--- config.mk ---
export PLATFORM = sky130hd
export DESIGN_NAME = lvds_event_stamper
export DESIGN_NICKNAME = d
export VERILOG_FILES = /design/src/rtl/lvds_event_stamper.sv
export SDC_FILE = /design/constraint.sdc
export NUM_CORES = 1
export LEC_CHECK = 0
export BUFFER_PORTS_ARGS = -buffer_cell sky130_fd_sc_hd__buf_2
export CELL_PAD_IN_SITES_DETAIL_PLACEMENT = 1
export CELL_PAD_IN_SITES_GLOBAL_PLACEMENT = 1
export CORE_MARGIN = 10
export CORE_UTILIZATION = 51
export CTS_CLUSTER_DIAMETER = 120
export DETAILED_ROUTE_END_ITERATION = 6
export GPL_TIMING_DRIVEN = 0
export PLACE_DENSITY = 0.8
export SYNTH_ARGS = -nofsm -noshare
export SYNTH_HDL_FRONTEND = slang
export SYNTH_SLANG_ARGS = --single-unit
--- constraint.sdc ---
create_clock -name clk200 -period 22.2 [get_ports clk200]
set_input_delay 4.44 -clock clk200 [delete_from_list [all_inputs] [get_ports clk200]]
set_output_delay 4.44 -clock clk200 [all_outputs]
set_load 0.01 [all_outputs]
--- src/rtl/lvds_event_stamper.sv ---
// Event front-end: synchronises the LVDS event lines and trigger, stamps each qualified
// rising edge into a per-channel pending slot, and drains the slots to the FIFO round-robin.
module lvds_event_stamper #(
  parameter int N_CH = 16,
  parameter int TS_W = 28
) (
  input  logic              clk200,
  input  logic              rst,
  input  logic [N_CH-1:0]   oLVDS,
  input  logic              trigger,
  input  logic              fifo_full,
  output logic              fifo_wr_en,
  output logic [TS_W+3:0]   fifo_din,
  output logic [TS_W-1:0]   ts_now,
  output logic [N_CH-1:0]   pending,
  output logic [15:0]       drop_count
);

  localparam int CH_W  = (N_CH > 1) ? $clog2(N_CH) : 1;
  localparam int CNT_W = $clog2(N_CH + 1);

  logic [N_CH-1:0] r_lvds_s1;
  logic [N_CH-1:0] r_lvds_s2;
  logic [N_CH-1:0] r_lvds_d;
  logic            r_trig_s1;
  logic            r_trig_s2;
  logic [TS_W-1:0] r_ts;
  logic [N_CH-1:0] r_pending;
  logic [TS_W-1:0] r_ts_cap [N_CH];
  logic [CH_W-1:0] r_rr;
  logic [15:0]     r_drop;

  logic [N_CH-1:0] w_edge;
  logic [N_CH-1:0] w_cap;
  logic [N_CH-1:0] w_drain;
  logic [N_CH-1:0] w_drop;
  logic [CH_W-1:0] w_sel;
  logic [CH_W-1:0] w_scan_idx;
  logic            w_found;
  logic            w_wr_en;
  logic [CNT_W-1:0] w_drop_n;
  logic [16:0]     w_drop_sum;

  always_ff @(posedge clk200 or posedge rst) begin
    if (rst) begin
      r_lvds_s1 <= '0;
      r_lvds_s2 <= '0;
      r_lvds_d  <= '0;
      r_trig_s1 <= 1'b0;
      r_trig_s2 <= 1'b0;
    end else begin
      r_lvds_s1 <= oLVDS;
      r_lvds_s2 <= r_lvds_s1;
      r_lvds_d  <= r_lvds_s2;
      r_trig_s1 <= trigger;
      r_trig_s2 <= r_trig_s1;
    end
  end

  assign w_edge = r_lvds_s2 & ~r_lvds_d;
  assign w_cap  = w_edge & {N_CH{r_trig_s2}};

  // Counter sits at zero while idle so the first triggered cycle reads ts=0.
  always_ff @(posedge clk200 or posedge rst) begin
    if (rst) begin
      r_ts <= '0;
    end else if (r_trig_s2) begin
      r_ts <= r_ts + TS_W'(1);
    end else begin
      r_ts <= '0;
    end
  end

  always_comb begin
    w_sel      = '0;
    w_found    = 1'b0;
    w_scan_idx = '0;
    for (int k = 0; k < N_CH; k++) begin
      w_scan_idx = r_rr + CH_W'(k);
      if (!w_found && r_pending[w_scan_idx]) begin
        w_sel   = w_scan_idx;
        w_found = 1'b1;
      end
    end
  end

  assign w_wr_en = (|r_pending) & ~fifo_full;

  // A capture on the channel being drained refills the slot instead of dropping.
  genvar gi;
  generate
    for (gi = 0; gi < N_CH; gi++) begin : g_ch
      assign w_drain[gi] = w_wr_en & (w_sel == CH_W'(gi));
      assign w_drop[gi]  = w_cap[gi] & r_pending[gi] & ~w_drain[gi];
    end
  endgenerate

  always_ff @(posedge clk200 or posedge rst) begin
    if (rst) begin
      r_pending <= '0;
      for (int k = 0; k < N_CH; k++) begin
        r_ts_cap[k] <= '0;
      end
    end else begin
      for (int k = 0; k < N_CH; k++) begin
        if (w_cap[k] && !w_drop[k]) begin
          r_pending[k] <= 1'b1;
          r_ts_cap[k]  <= r_ts;
        end else if (w_drain[k]) begin
          r_pending[k] <= 1'b0;
        end
      end
    end
  end

  always_ff @(posedge clk200 or posedge rst) begin
    if (rst) begin
      r_rr <= '0;
    end else if (w_wr_en) begin
      r_rr <= w_sel + CH_W'(1);
    end
  end

  always_comb begin
    w_drop_n = '0;
    for (int k = 0; k < N_CH; k++) begin
      w_drop_n = w_drop_n + CNT_W'(w_drop[k]);
    end
  end

  assign w_drop_sum = {1'b0, r_drop} + 17'(w_drop_n);

  always_ff @(posedge clk200 or posedge rst) begin
    if (rst) begin
      r_drop <= '0;
    end else if (w_drop_sum[16]) begin
      r_drop <= 16'hFFFF;
    end else begin
      r_drop <= w_drop_sum[15:0];
    end
  end

  assign fifo_wr_en = w_wr_en;
  assign fifo_din   = {4'(w_sel), r_ts_cap[w_sel]};
  assign ts_now     = r_ts;
  assign pending    = r_pending;
  assign drop_count = r_drop;

endmodule

==> metrics.yaml <==
timing:
  tns_ns: 0
  setup_ws_ns: 9.38
  finalCriticalPeriod_ns: 12.82
  min_period_over_period: 0.577
  setup_viol: 0
  grt_setup_unrepaired: "false"
  slew_headroom: 0.232
  clock-skew-final_ns: 0.0354
  worst_pin_slew_ns: 1.15
  final-hold-violation-count: 0
  timing.fmax_mhz: 78.0
  finalMaxSlewViolations: 0
synthesis:
  mappedNetlistArea_mm2: 0.0278
  seq_area_frac_synth: 0.506
  yosysWarningCount: 0
  synthCells: 2267
  ys_ff_latch: 562
  postSynth.topFlopCell: "sky130_fd_sc_hd__dfrtp_1"
  post_synth.cell_area_avg_um2: 12.3
  netlist-cell-type-count: 76
  synthesis.nets: 2317
  ys_async_rst_share: 1.00
  synth_enable_flop_cells: 0
grt:
  grt_pass1_vias: 22007
  grt_overflow: 0
  grt_first_pass_wirelength_um: 136000
  grt_antenna_before_repair: 0
  grt_use_total: 0.277
  pin_count_of_the_biggest_net_entering_global_routing: 134
die:
  die-height_um: 254
  ios: 113
  core_area_mm2: 0.0539
  floorplan.die_area_mm2: 0.0643
  die_w_um: 254
  start_util: 0.516
  rows: 85
worst_setup_path:
  slowest_delay_ns: 0.85
  cp_top_family: "buffers and inverters"
  cp_cell_sequence: "buf_2 -> buf_2 -> buf_2 -> inv_1 -> ha_1 -> buf_2 -> buf_2 -> mux4_2 -> mux2i_1 -> mux2i_1 -> nor3_2 -> nand4_2 -> or3_1 -> a32oi_2 -> buf_2 -> mux4_2 -> a22oi_1 -> o221ai_1 -> buf_2"
  critical_path_arrival_ns: 8.38
  required_ns: 17.76
  r2r_setup_slack_ns: 9.81
  crit_slowest_cell: "sky130_fd_sc_hd__a32oi_2"
  critical_path.n_buffers_inverters: 8
  timing_worst_setup_path_type: "reg -> out"
  ff2ff_path_depth: 40
  critical_path_peak_fanout: 10
  critical_path.endpoint_type: "output port"
  critPathLaunchType: "register"
  worstSetupStartpoint: "r_rr[1]"
  reg2reg_to: "drop_count[11]"
  crit_path_frequent_cell: "sky130_fd_sc_hd__buf_2"
  r2r-start: "r_rr[1]"
layout:
  area.growth.synth_to_final_pct: 12.9
  final_layout_size_suffix_gt1_frac: 0.209
  layout_common_cells: "562 x sky130_fd_sc_hd__dfrtp_1, 355 x sky130_fd_sc_hd__mux2_1, 282 x sky130_fd_sc_hd__nand2_1"
  layout_commonest_cell: "sky130_fd_sc_hd__dfrtp_1"
  final_util: 0.582
  nNetsFinal: 2493
  final_cell_count_no_fill: 3189
  fill_cells: 5429
drt:
  wire_per_inst_um: 27.6
  num_vias: 19712
  detail_route.iter0.violations: 1657
  first_pass_iters: 7
  aggregate_routed_wire_length_um: 88100
  detail_route.drc_violations: 0
  antenna_violation_net_count_after_detailed_routing: 0
  post_drt_via_cell_ratio: 6.18
place:
  finalWeightedCongestion: 0.890
  io_buffers: 112
  numPlacedInstances: 3079
  pre_cts_ws_ns: 10.02
  dpl.hpwl_um: 59200
cts:
  clkSinkCount: 562
  cts.hold.buffers_added: 0
  cts-root-to-sink-buffers: 3
  htree_levels: 2
  cts-buffers-inserted: 58
  tritoncts: "built"
  cts_setup_buffers: 0
  clkSlewWorstSetupHoldPaths_ns: 0.06
  worst_skew_pair.late_latency_ns: 0.64
  clockRootBuffer: "sky130_fd_sc_hd__clkbuf_16"
  postCtsResizedCells: 0
power_and_ir_drop:
  power.density_mw_per_mm2: 141
  vdd_ir_max_v: 0.0000811
  total_leakage_power_nw: 15.0
min_path:
  hold-path-endpoint: "r_lvds_s2[4]"
  whs_path_depth: 0
  min_delay_src: "r_lvds_s1[4]"
  worst_hold_class: "reg -> reg"
status:
  status: "complete, no violations"
job:
  max_cap_violations: 0
-- worst max path at each step --
stage,to,slack [ns],depth (start not counted)
floorplan,drop_count[0],2.04,1
global placement,r_ts_cap[38],-3.19,2
detailed placement,drop_count[11],10.02,40
CTS,fifo_din[3],9.46,19
global route,fifo_din[23],8.85,21
finish,fifo_din[3],9.38,19
-- registers in the layout, summed over array words and instances, names as in the netlist --
name,flops
r_lvds_s2,16
ts_now,28
pending,16
r_rr,4
drop_count,16
r_trig_s2,1
r_lvds_d,16
r_ts_cap,448
r_lvds_s1,16
r_trig_s1,1
-- cells in the mapped netlist, drive strengths merged (3+ instances only) --
| master | count | share of area |
|---|---|---|
| a31oi | 10 | 0.0022 |
| nor4 | 5 | 0.0011 |
| or3 | 7 | 0.0016 |
| and3 | 6 | 0.0013 |
| a22oi | 30 | 0.0081 |
| o211ai | 5 | 0.0013 |
| mux2 | 461 | 0.19 |
| nor2 | 91 | 0.012 |
| o21a | 3 | 0.00081 |
| a21oi | 130 | 0.023 |
| buf | 95 | 0.019 |
| nand2b | 24 | 0.0054 |
| dfrtp | 562 | 0.51 |
| ha | 18 | 0.0081 |
| a21bo | 3 | 0.0011 |
| a21o | 7 | 0.0019 |
| xor2 | 12 | 0.0038 |
| nor2b | 5 | 0.0011 |
| a21boi | 5 | 0.0013 |
| mux2i | 21 | 0.0077 |
| and4 | 3 | 0.00094 |
| and2 | 32 | 0.0072 |
| inv | 41 | 0.0055 |
| nand2 | 285 | 0.039 |
| o21bai | 5 | 0.0013 |
| o31ai | 9 | 0.0033 |
| xnor2 | 31 | 0.0098 |
| o21ai | 23 | 0.0043 |
| fa | 12 | 0.0086 |
| nor3 | 6 | 0.0017 |
| and3b | 13 | 0.0041 |
| nand3 | 26 | 0.0047 |
| mux4 | 94 | 0.076 |
| or2 | 9 | 0.0020 |
| nand4 | 16 | 0.0038 |
| o221ai | 29 | 0.0091 |
| clkbuf | 96 | 0.013 |
| o22ai | 4 | 0.00090 |
| nand3b | 9 | 0.0030 |
-- area by class of cell --
type / count / area [µm²] / share of cell area
Sequential cell: 562 / 14100 / 0.448
Multi-Input combinational cell: 1472 / 12700 / 0.405
Clock buffer: 91 / 1760 / 0.0560
Buffer: 191 / 890 / 0.0283
Tap cell: 696 / 871 / 0.0277
Timing Repair Buffer: 116 / 671 / 0.0214
Clock inverter: 17 / 269 / 0.00857
Inverter: 42 / 165 / 0.00526
Antenna cell: 2 / 5.00 / 0.000159
-- through the flow --
stage / cell area [µm²] / hold WS [ns] / power, W
final: 31400 / 0.344 / 0.00443
after global routing: 31400 / 0.359 / 0.00462
after CTS: 31400 / 0.348 / 0.00441
after detailed placement: 29400 / 0.338 / 0.00335
after global placement: 29200 / 0.333 / 0.00329
after floorplan: 27800 / 0.331 / 0.00255
-- routing by layer --
layer | track usage | wire (µm)
met3 | 0.0408 | 4520
met5 | 0 | 0
met2 | 0.471 | 44100
met4 | 0.0869 | 2500
met1 | 0.359 | 37000
-- cell families after synthesis --
group	after synthesis	synth area share
XOR/XNOR	43	0.0135
AND/OR/NAND/NOR	538	0.0893
flip-flops	562	0.506
AO/OA/AOI/OAI	285	0.0668
multiplexers	576	0.270
buffers and inverters	233	0.0376
adder cells (fa/ha/maj)	30	0.0167
-- report_power, final --
part	leakage [nW]	switching (W)	total, W	internal [W]
Clock	0.989	0.000423	0.00104	0.000613
Sequential	7.61	0.0000606	0.00115	0.00109
Combinational	6.44	0.00158	0.00224	0.000663
Total	15.0	0.00206	0.00443	0.00236
Note: power is estimated with default switching activity, not from simulation.
